`config.mk`:
```
export PLATFORM = sky130hd
export DESIGN_NAME = muldiv_unit
export DESIGN_NICKNAME = d
export VERILOG_FILES = /design/src/rtl/muldiv_unit.sv
export SDC_FILE = /design/constraint.sdc
export NUM_CORES = 1
export LEC_CHECK = 0
export ABC_AREA = 1
export CELL_PAD_IN_SITES_DETAIL_PLACEMENT = 2
export CELL_PAD_IN_SITES_GLOBAL_PLACEMENT = 2
export CORE_UTILIZATION = 32
export CTS_CLUSTER_SIZE = 30
export DETAILED_ROUTE_END_ITERATION = 16
export GPL_TIMING_DRIVEN = 1
export PLACE_DENSITY = 0.85
export SLEW_MARGIN = 20
export SYNTH_ARGS = -nofsm -noshare
export SYNTH_HDL_FRONTEND = slang
export SYNTH_SLANG_ARGS = --single-unit
```
`constraint.sdc`:
```
create_clock -name clk -period 4.32 [get_ports clk]
set_input_delay 1.296 -clock clk [delete_from_list [all_inputs] [get_ports clk]]
set_output_delay 1.296 -clock clk [all_outputs]
set_load 0.02 [all_outputs]
```
`src/rtl/muldiv_unit.sv`:
```
// Iterative radix-2 multiply/divide unit for RV32M, one step per cycle.
// Optional MULDIV_FASTPATH_EN short-circuits trivial divides and zero multiplies.
module muldiv_unit #(
  parameter int WIDTH = 32,
  parameter int CNT_W = $clog2(WIDTH) + 1
) (
  input  logic             clk,
  input  logic             rstn,
  input  logic             flush,
  input  logic             in_valid,
  output logic             in_ready,
  input  logic [2:0]       op,
  input  logic [WIDTH-1:0] a,
  input  logic [WIDTH-1:0] b,
  output logic             out_valid,
  input  logic             out_ready,
  output logic [WIDTH-1:0] result,
  output logic             busy
);

  typedef enum logic [1:0] {
    S_IDLE,
    S_CALC,
    S_DONE
  } state_t;

  state_t r_state;
  state_t w_next_state;

  logic [CNT_W-1:0]   r_cnt;
  logic               r_init;
  logic [2:0]         r_op;
  logic [WIDTH-1:0]   r_a;
  logic [WIDTH-1:0]   r_b;
  logic [2*WIDTH-1:0] r_acc;
  logic               r_neg_q;
  logic               r_neg_r;
  logic [WIDTH-1:0]   r_result;

  logic               w_accept;
  logic               w_last;
  logic               w_is_div;
  logic               w_sa;
  logic               w_sb;
  logic               w_neg_a;
  logic               w_neg_b;
  logic [WIDTH-1:0]   w_mag_a;
  logic [WIDTH-1:0]   w_mag_b;
  logic [WIDTH:0]     w_mul_sum;
  logic [WIDTH:0]     w_rem_sh;
  logic [WIDTH:0]     w_trial;
  logic [2*WIDTH-1:0] w_step;
  logic [2*WIDTH-1:0] w_prod;
  logic [WIDTH-1:0]   w_q;
  logic [WIDTH-1:0]   w_r;
  logic [WIDTH-1:0]   w_final;
  logic               w_fast;
  logic [WIDTH-1:0]   w_fast_res;

  assign in_ready  = rstn && (r_state == S_IDLE);
  assign out_valid = (r_state == S_DONE);
  assign busy      = (r_state != S_IDLE);
  assign result    = r_result;

  assign w_accept = in_valid && in_ready && !flush;
  assign w_last   = !r_init && (r_cnt == CNT_W'(1));
  assign w_is_div = r_op[2];

  assign w_sa    = w_is_div ? !r_op[0] : (r_op[1:0] != 2'b11);
  assign w_sb    = w_is_div ? !r_op[0] : !r_op[1];
  assign w_neg_a = w_sa && r_a[WIDTH-1];
  assign w_neg_b = w_sb && r_b[WIDTH-1];
  assign w_mag_a = w_neg_a ? -r_a : r_a;
  assign w_mag_b = w_neg_b ? -r_b : r_b;

  // After the setup cycle r_b holds the multiplicand/divisor magnitude
  assign w_mul_sum = {1'b0, r_acc[2*WIDTH-1:WIDTH]}
                   + (r_acc[0] ? {1'b0, r_b} : '0);
  assign w_rem_sh  = r_acc[2*WIDTH-1:WIDTH-1];
  assign w_trial   = w_rem_sh - {1'b0, r_b};

  always_comb begin
    w_step = {w_mul_sum, r_acc[WIDTH-1:1]};
    if (w_is_div) begin
      if (w_trial[WIDTH])
        w_step = {w_rem_sh[WIDTH-1:0], r_acc[WIDTH-2:0], 1'b0};
      else
        w_step = {w_trial[WIDTH-1:0], r_acc[WIDTH-2:0], 1'b1};
    end
  end

  assign w_prod = r_neg_q ? -w_step : w_step;
  assign w_q    = w_step[WIDTH-1:0];
  assign w_r    = w_step[2*WIDTH-1:WIDTH];

  // Divide by zero must yield all ones regardless of the dividend sign
  always_comb begin
    w_final = '0;
    unique case (1'b1)
      !r_op[2] && (r_op[1:0] == 2'b00): w_final = w_prod[WIDTH-1:0];
      !r_op[2] && (r_op[1:0] != 2'b00): w_final = w_prod[2*WIDTH-1:WIDTH];
      r_op[2] && !r_op[1]:
        w_final = (r_b == '0) ? '1 : (r_neg_q ? -w_q : w_q);
      r_op[2] && r_op[1]: w_final = r_neg_r ? -w_r : w_r;
      default: w_final = '0;
    endcase
  end

`ifdef MULDIV_FASTPATH_EN
  localparam logic [WIDTH-1:0] MIN_NEG = {1'b1, {(WIDTH-1){1'b0}}};
  logic w_ovf;
  assign w_ovf  = r_op[2] && !r_op[0] && (r_a == MIN_NEG) && (&r_b);
  assign w_fast = r_op[2] ? ((r_b == '0) || w_ovf)
                          : ((r_a == '0) || (r_b == '0));
  always_comb begin
    w_fast_res = '0;
    if (r_op[2]) begin
      if (r_b == '0)
        w_fast_res = r_op[1] ? r_a : '1;
      else
        w_fast_res = r_op[1] ? '0 : r_a;
    end
  end
`else
  assign w_fast     = 1'b0;
  assign w_fast_res = '0;
`endif

  always_ff @(posedge clk) begin
    if (!rstn) r_state <= S_IDLE;
    else       r_state <= w_next_state;
  end

  always_comb begin
    w_next_state = r_state;
    unique case (r_state)
      S_IDLE: if (w_accept) w_next_state = S_CALC;
      S_CALC: if ((r_init && w_fast) || w_last) w_next_state = S_DONE;
      S_DONE: if (out_ready) w_next_state = S_IDLE;
      default: w_next_state = S_IDLE;
    endcase
    if (flush) w_next_state = S_IDLE;
  end

  always_ff @(posedge clk) begin
    if (!rstn) begin
      r_cnt    <= '0;
      r_init   <= 1'b0;
      r_op     <= '0;
      r_a      <= '0;
      r_b      <= '0;
      r_acc    <= '0;
      r_neg_q  <= 1'b0;
      r_neg_r  <= 1'b0;
      r_result <= '0;
    end else if (w_accept) begin
      r_op   <= op;
      r_a    <= a;
      r_b    <= b;
      r_cnt  <= CNT_W'(WIDTH);
      r_init <= 1'b1;
    end else if (r_state == S_CALC && !flush) begin
      if (r_init) begin
        r_init  <= 1'b0;
        r_acc   <= {{WIDTH{1'b0}}, w_mag_a};
        r_b     <= w_mag_b;
        r_neg_q <= w_neg_a ^ w_neg_b;
        r_neg_r <= w_neg_a;
        if (w_fast) r_result <= w_fast_res;
      end else begin
        r_acc <= w_step;
        r_cnt <= r_cnt - CNT_W'(1);
        if (w_last) r_result <= w_final;
      end
    end
  end

endmodule

```
==> results.cfg, run 1 <==
[status]
outcome = finished clean

[logic_synthesis]
synthTopCellsByArea = dfxtp_1 (20%), nand2_1 (19%), inv_1 (7.9%)
synth_cell_types = 60
avgSynthCellArea_um2 = 5.67
ys_ff_latch = 174
synth_edf_count = 0
syn_area_um2 = 17300
postSynth.asyncResetShare_pct = 0
synth_ff_type = dfxtp_1
synth_commonest_cells = nand2_1 (881), inv_1 (364), nor2_1 (339)
synth_top_area_cell = dfxtp_1
synth_most_common_cell = nand2_1
yosys.area.top_type_share_pct = 20.1
netlist_instances = 3050
synth-seq-area-share_pct = 20.1
synth.net_count = 3194
yosys_warnings = 0

[clock_network]
clkTransAtPathRegs_ns = 0.08
numClockSinks = 174
postCtsHoldBufs = 0
cts_buffer_depth = 2
cts_tree = done
insertion_delay_ns = 0.52
cts_made_buffers = 17
cts_max_level = 4
root_buffer = clkbuf_16

[route]
drt-initial-drc-count = 1431
vias_per_cell = 5.56
drc_errors = 0
vias = 21892
drt.antenna.violating_nets = 0
wl_per_cell_um = 23.7
totalWireLength_mm = 93.3
firstDrtPassIters = 7

[power]
power_density_nw_per_um2 = 245
vdd_drop_max_uv = 316
p_clk_share_pct = 34.2
power_mw = 5.12
power.leakage_nw = 10.3
p_seq_share_pct = 33.0
switching_share_pct = 40.3
power_switching_mw = 2.06
internal_power_mw = 3.06
combPwrFrac_pct = 32.8

[worst_setup_path]
critPathKind = flop to flop
critPathCaptureType = flop
critPathMaxFanout = 6
crit_arrival_ns = 4.65
r2r_slack_ns = 0.14
worstReg2RegStart = r_acc[31]
ff2ff_path_depth = 27
start_kind = flop
required_ns = 4.79
rr_endpoint = result[10]
startpoint = r_acc[31]

[global_route]
gr-usage-all-layers_pct = 34.0
antenna_found_initial = 1
grt_max_degree = 81
grt_pass1_wl_mm = 142
grt_overflow = 0
grt_pass1_vias = 23793

[placement]
dp.cells = 3896
dp_hpwl_mm = 75.2
port_buffers = 106
globalplace.congestion = 0.954

[layout]
layout-drive-gt1-share_pct = 11.5
syn_to_final_growth_pct = 21.0
stdcell_count = 3935
nNetsFinal = 3378
fill_cells = 6773
utilization_pct = 39.5

[sta]
hold_viol = 0
layout_min_cycle_time_ns = 4.18
rsz0062_at_grt = true
tightestPinTransition_ns = 1.13
whs_ns = 0.482
setup_viol = 0
drv_slew = 0
fmax_mhz = 239
final.period_utilization_pct = 96.7
relSlewSlack_pct = 24.4
skew_ns = 0.0189

[worst_hold_path]
worstHoldPathCells = 2
hold_path.class = flop to flop
min_from = r_cnt[3]
min_to = r_cnt[3]

[floorplan]
num_io_pins = 107
dieHeight_um = 235
initial_core_util_pct = 32.7
die_w_um = 235
core_area_um2 = 53000
die-area_um2 = 55000
rows = 84

[flow_run]
drv_cap = 0
-- logic make-up after synthesis --
kind of cell	after synthesis	share of synthesized area, %
fa+ha+maj	72	5.29
compound gates	563	18.0
flops	174	20.1
simple gates	1680	42.0
buf+inv	492	11.1
xor+xnor	69	3.49
-- cell usage in the layout, fill, tap and decap left out, types with 10 or more instances in the layout --
cell type        synthesis  routed
a22oi_1                 29      29
dfxtp_1                174     166
nand3b_1                16      16
nand2_1                881     866
nor2_2                  12      18
a221oi_1                12      12
a31oi_1                 14      14
nand3_2                  8      10
a21oi_1                249     244
o21ai_0                196     195
clkbuf_16                0      17
nor2_1                 339     330
nand2_4                  9      10
xnor2_1                 23      23
nor3_1                  33      33
nor4_1                  12      12
inv_2                   13      17
inv_1                  364     360
ha_1                    70      59
nand4_1                 33      33
nand3_1                269     266
clkdlybuf4s50_1          0     105
o21ai_1                 19      20
xor2_1                  46      46
nand2_2                 35      49
buf_4                    1     167
-- registers in the layout, summed over array words and instances (netlist names) --
name	flops
r_acc	64
r_a	32
r_b	32
result	32
r_cnt	6
r_op	3
r_state	2
r_init	1
r_neg_q	1
r_neg_r	1
-- per-layer routing --
metal  share of wire, %  vias to the layer above  GRT usage (%)
met2                 48                      451           58.6
met4                3.1                        0           12.0
met1                 45                    11005           42.9
li1                   -                    10293              -
met3                3.7                      143           4.72
met5                  0                        -              0
-- power by group through the flow --
stage               Clock (mW)  Combinational (mW)  Sequential, mW
global route              1.83                1.82            1.69
finish                    1.75                1.68            1.69
CTS                       1.79                1.62            1.69
detailed placement           0                1.59            1.72
global placement             0                1.51            1.72
floorplan                    0               0.968            1.71
-- layout make-up --
cell class                 count  area, um2  share of cell area [%]
timing repair buffer         277       2370                    11.3
antenna                        1       2.50                  0.0120
clock inverter                13        171                   0.819
tap                          688        861                    4.11
clock buffer                  18        429                    2.05
sequential                   174       3500                    16.7
multi-input combinational   2384      12200                    58.1
inverter                     380       1430                    6.83
-- how the worst max path moves through the flow --
stage | endpoint
after detailed placement | result[24]
after global placement | result[24]
final | result[10]
after CTS | result[6]
after floorplan | result[28]
after global routing | result[12]
-- worst max-delay path: stages, from the launching register on --
cell	delay (ns)
dfxtp_2	0.37
inv_2	0.06
ha_4	0.17
fa_2	0.37
inv_2	0.07
nand2_1	0.07
nand2_2	0.10
nand3_2	0.08
nand2_2	0.09
nand2_1	0.07
nand2_2	0.09
nand2_4	0.09
buf_4	0.14
nand3_2	0.12
nand2_4	0.11
nand2_1	0.14
nand2_4	0.11
a21boi_4	0.23
ha_2	0.28
inv_1	0.10
nor2_1	0.22
nand4_4	0.16
o21ai_2	0.35
xor2_1	0.22
nand2_1	0.09
nand3_1	0.12
nand2_1	0.07
inv_1	0.05
-- repair_timing --
item                       in CTS  in global routing
resized for setup              11                 52
buffers inserted                2                  5
setup endpoints to repair      19                 27
pin swaps                       4                 14
-- through the flow --
step	setup TNS, ns	setup WS [ns]	cell area, um2
global route	-0.166	-0.0498	20900
finish	0	0.145	20900
CTS	0	0.0177	20700
global placement	-0.00261	-0.00261	20000
detailed placement	-3.21	-0.340	20000
floorplan	0	0.407	17300
No activity file was read; power rests on OpenSTA's default activity.
==> run 2, diff against run 1 <==
PLACE_DENSITY = 0.9   (was 0.85)
==> run 2 against run 1 <==
  * Routed wire length rose by 8.1%
  * Clock power down 7%
  * Clock skew up 0.0016 ns
  * Largest cell class unchanged
  * The run now ends with setup timing left
  * Critical endpoint is now result[11]
==> results.cfg, run 2 (same netlist as run 1, synthesis figures left out) <==
[status]
outcome = finished with violations
violations = setup timing

[clock_network]
cts_made_buffers = 17
clkTransAtPathRegs_ns = 0.08
numClockSinks = 174
root_buffer = clkbuf_16
cts_max_level = 4
insertion_delay_ns = 0.53
postCtsHoldBufs = 0
cts_tree = done
cts_buffer_depth = 2

[power]
power_switching_mw = 2.12
p_clk_share_pct = 32.2
power.leakage_nw = 10.2
combPwrFrac_pct = 34.3
vdd_drop_max_uv = 255
internal_power_mw = 2.93
power_density_nw_per_um2 = 242
p_seq_share_pct = 33.5
switching_share_pct = 42.0
power_mw = 5.05

[layout]
largest_reg_flops = 64
final_cell_mix = nand2_1 (854), inv_1 (353), nor2_1 (329)
utilization_pct = 39.4
regMostFlops = r_acc
layout-drive-gt1-share_pct = 12.0
nNetsFinal = 3353
syn_to_final_growth_pct = 20.7
stdcell_area_um2 = 20900
final_common_cell = nand2_1

[worst_hold_path]
min_from = r_cnt[3]
hold_path.class = flop to flop
worstHoldPathCells = 2
min_to = r_cnt[3]

[floorplan]
initial_core_util_pct = 32.7
core_area_um2 = 53000
die-area_um2 = 55000
num_io_pins = 107
die_w_um = 235
dieHeight_um = 235
rows = 84

[global_route]
grt_pass1_wl_mm = 149
grt_overflow = 0
gr-usage-all-layers_pct = 35.8
grt_pass1_vias = 24721
grt_max_degree = 76
antenna_found_initial = 1

[sta]
layout_min_cycle_time_ns = 4.43
setup_ws_ns = -0.110
drv_slew = 0
final.period_utilization_pct = 103
tightestPinTransition_ns = 1.11
skew_ns = 0.0205
tns_ns = -0.110
hold_viol = 0
fmax_mhz = 226
relSlewSlack_pct = 25.7
setup_viol = 1

[route]
drt-initial-drc-count = 1524
vias_per_cell = 5.81
drt.antenna.violating_nets = 0
wl_per_cell_um = 25.8
firstDrtPassIters = 5
drc_errors = 0
totalWireLength_mm = 101
vias = 22709

[placement]
dp_hpwl_mm = 75.7
preCtsSetupSlack_ns = -0.167
place_area_um2 = 19800
port_buffers = 106
globalplace.congestion = 0.983

[worst_setup_path]
ff2ff_path_depth = 26
rr_endpoint = result[11]
required_ns = 4.72
worstReg2RegStart = r_acc[31]
start_kind = flop
critPathMaxFanout = 14
r2r_slack_ns = -0.11
crit_arrival_ns = 4.83
critPathCaptureType = flop
critPathKind = flop to flop

[flow_run]
drv_cap = 0
## run 2: worst max-delay path by stage
| stage | startpoint | slack [ns] | depth (start not counted) | endpoint |
|---|---|---|---|---|
| floorplan | r_acc[31] | 0.41 | 32 | result[28] |
| global placement | r_acc[31] | 0.18 | 32 | result[22] |
| detailed placement | r_acc[31] | -0.17 | 32 | result[28] |
| CTS | r_acc[31] | -0.02 | 33 | result[28] |
| global route | r_acc[31] | -0.23 | 26 | result[11] |
| finish | r_acc[31] | -0.11 | 26 | result[11] |
## run 2: critical path, stage by stage (launching register included)
cell     delay [ns]
dfxtp_2        0.34
inv_2          0.06
ha_4           0.17
fa_2           0.38
inv_2          0.08
nand2_1        0.07
nand2_2        0.09
nand3_2        0.10
nand2_2        0.11
nand2_2        0.08
nand2_2        0.11
nand2_4        0.10
buf_4          0.16
nand3_2        0.13
nand2_4        0.11
buf_4          0.23
nand2_1        0.10
nand3_1        0.10
nand2_1        0.25
nand2_1        0.15
nor2_1         0.24
nand2_1        0.17
o21ai_2        0.29
xor2_1         0.20
nor2_1         0.08
nor2_1         0.33
nor2_1         0.08
## run 2: power by group through the flow
stage / logic, mW / clock network [mW] / registers (mW)
CTS: 1.62 / 1.64 / 1.69
detailed placement: 1.58 / 0 / 1.73
global placement: 1.47 / 0 / 1.72
global route: 1.86 / 1.68 / 1.70
floorplan: 0.968 / 0 / 1.71
finish: 1.74 / 1.63 / 1.69
## run 2: routing by layer
metal | wire length, um | share of wire [%] | global-route usage [%]
met1 | 41800 | 42 | 42.8
met2 | 48900 | 49 | 62.6
met3 | 4270 | 4.2 | 4.24
met4 | 5770 | 5.7 | 18.7
met5 | 0 | 0 | 0
## run 2: through the flow
stage	std cells	hold slack, ns
floorplan	3050	0.442
global placement	3865	0.455
detailed placement	3865	0.471
CTS	3900	0.482
global route	3910	0.516
finish	3911	0.482
## run 2: layout make-up
| class | count | area (um2) |
|---|---|---|
| antenna | 1 | 2.50 |
| clock buffer | 20 | 437 |
| multi-input combinational | 2384 | 12400 |
| tap | 688 | 861 |
| fill | 6704 | 32100 |
| timing repair buffer | 252 | 2180 |
| inverter | 380 | 1430 |
| clock inverter | 12 | 105 |
| sequential | 174 | 3500 |
## run 2: timing repair
item,CTS,global route
pin swaps,6,20
endpoints found under the setup margin,23,27
setup buffers,3,10
gates resized for setup,14,105
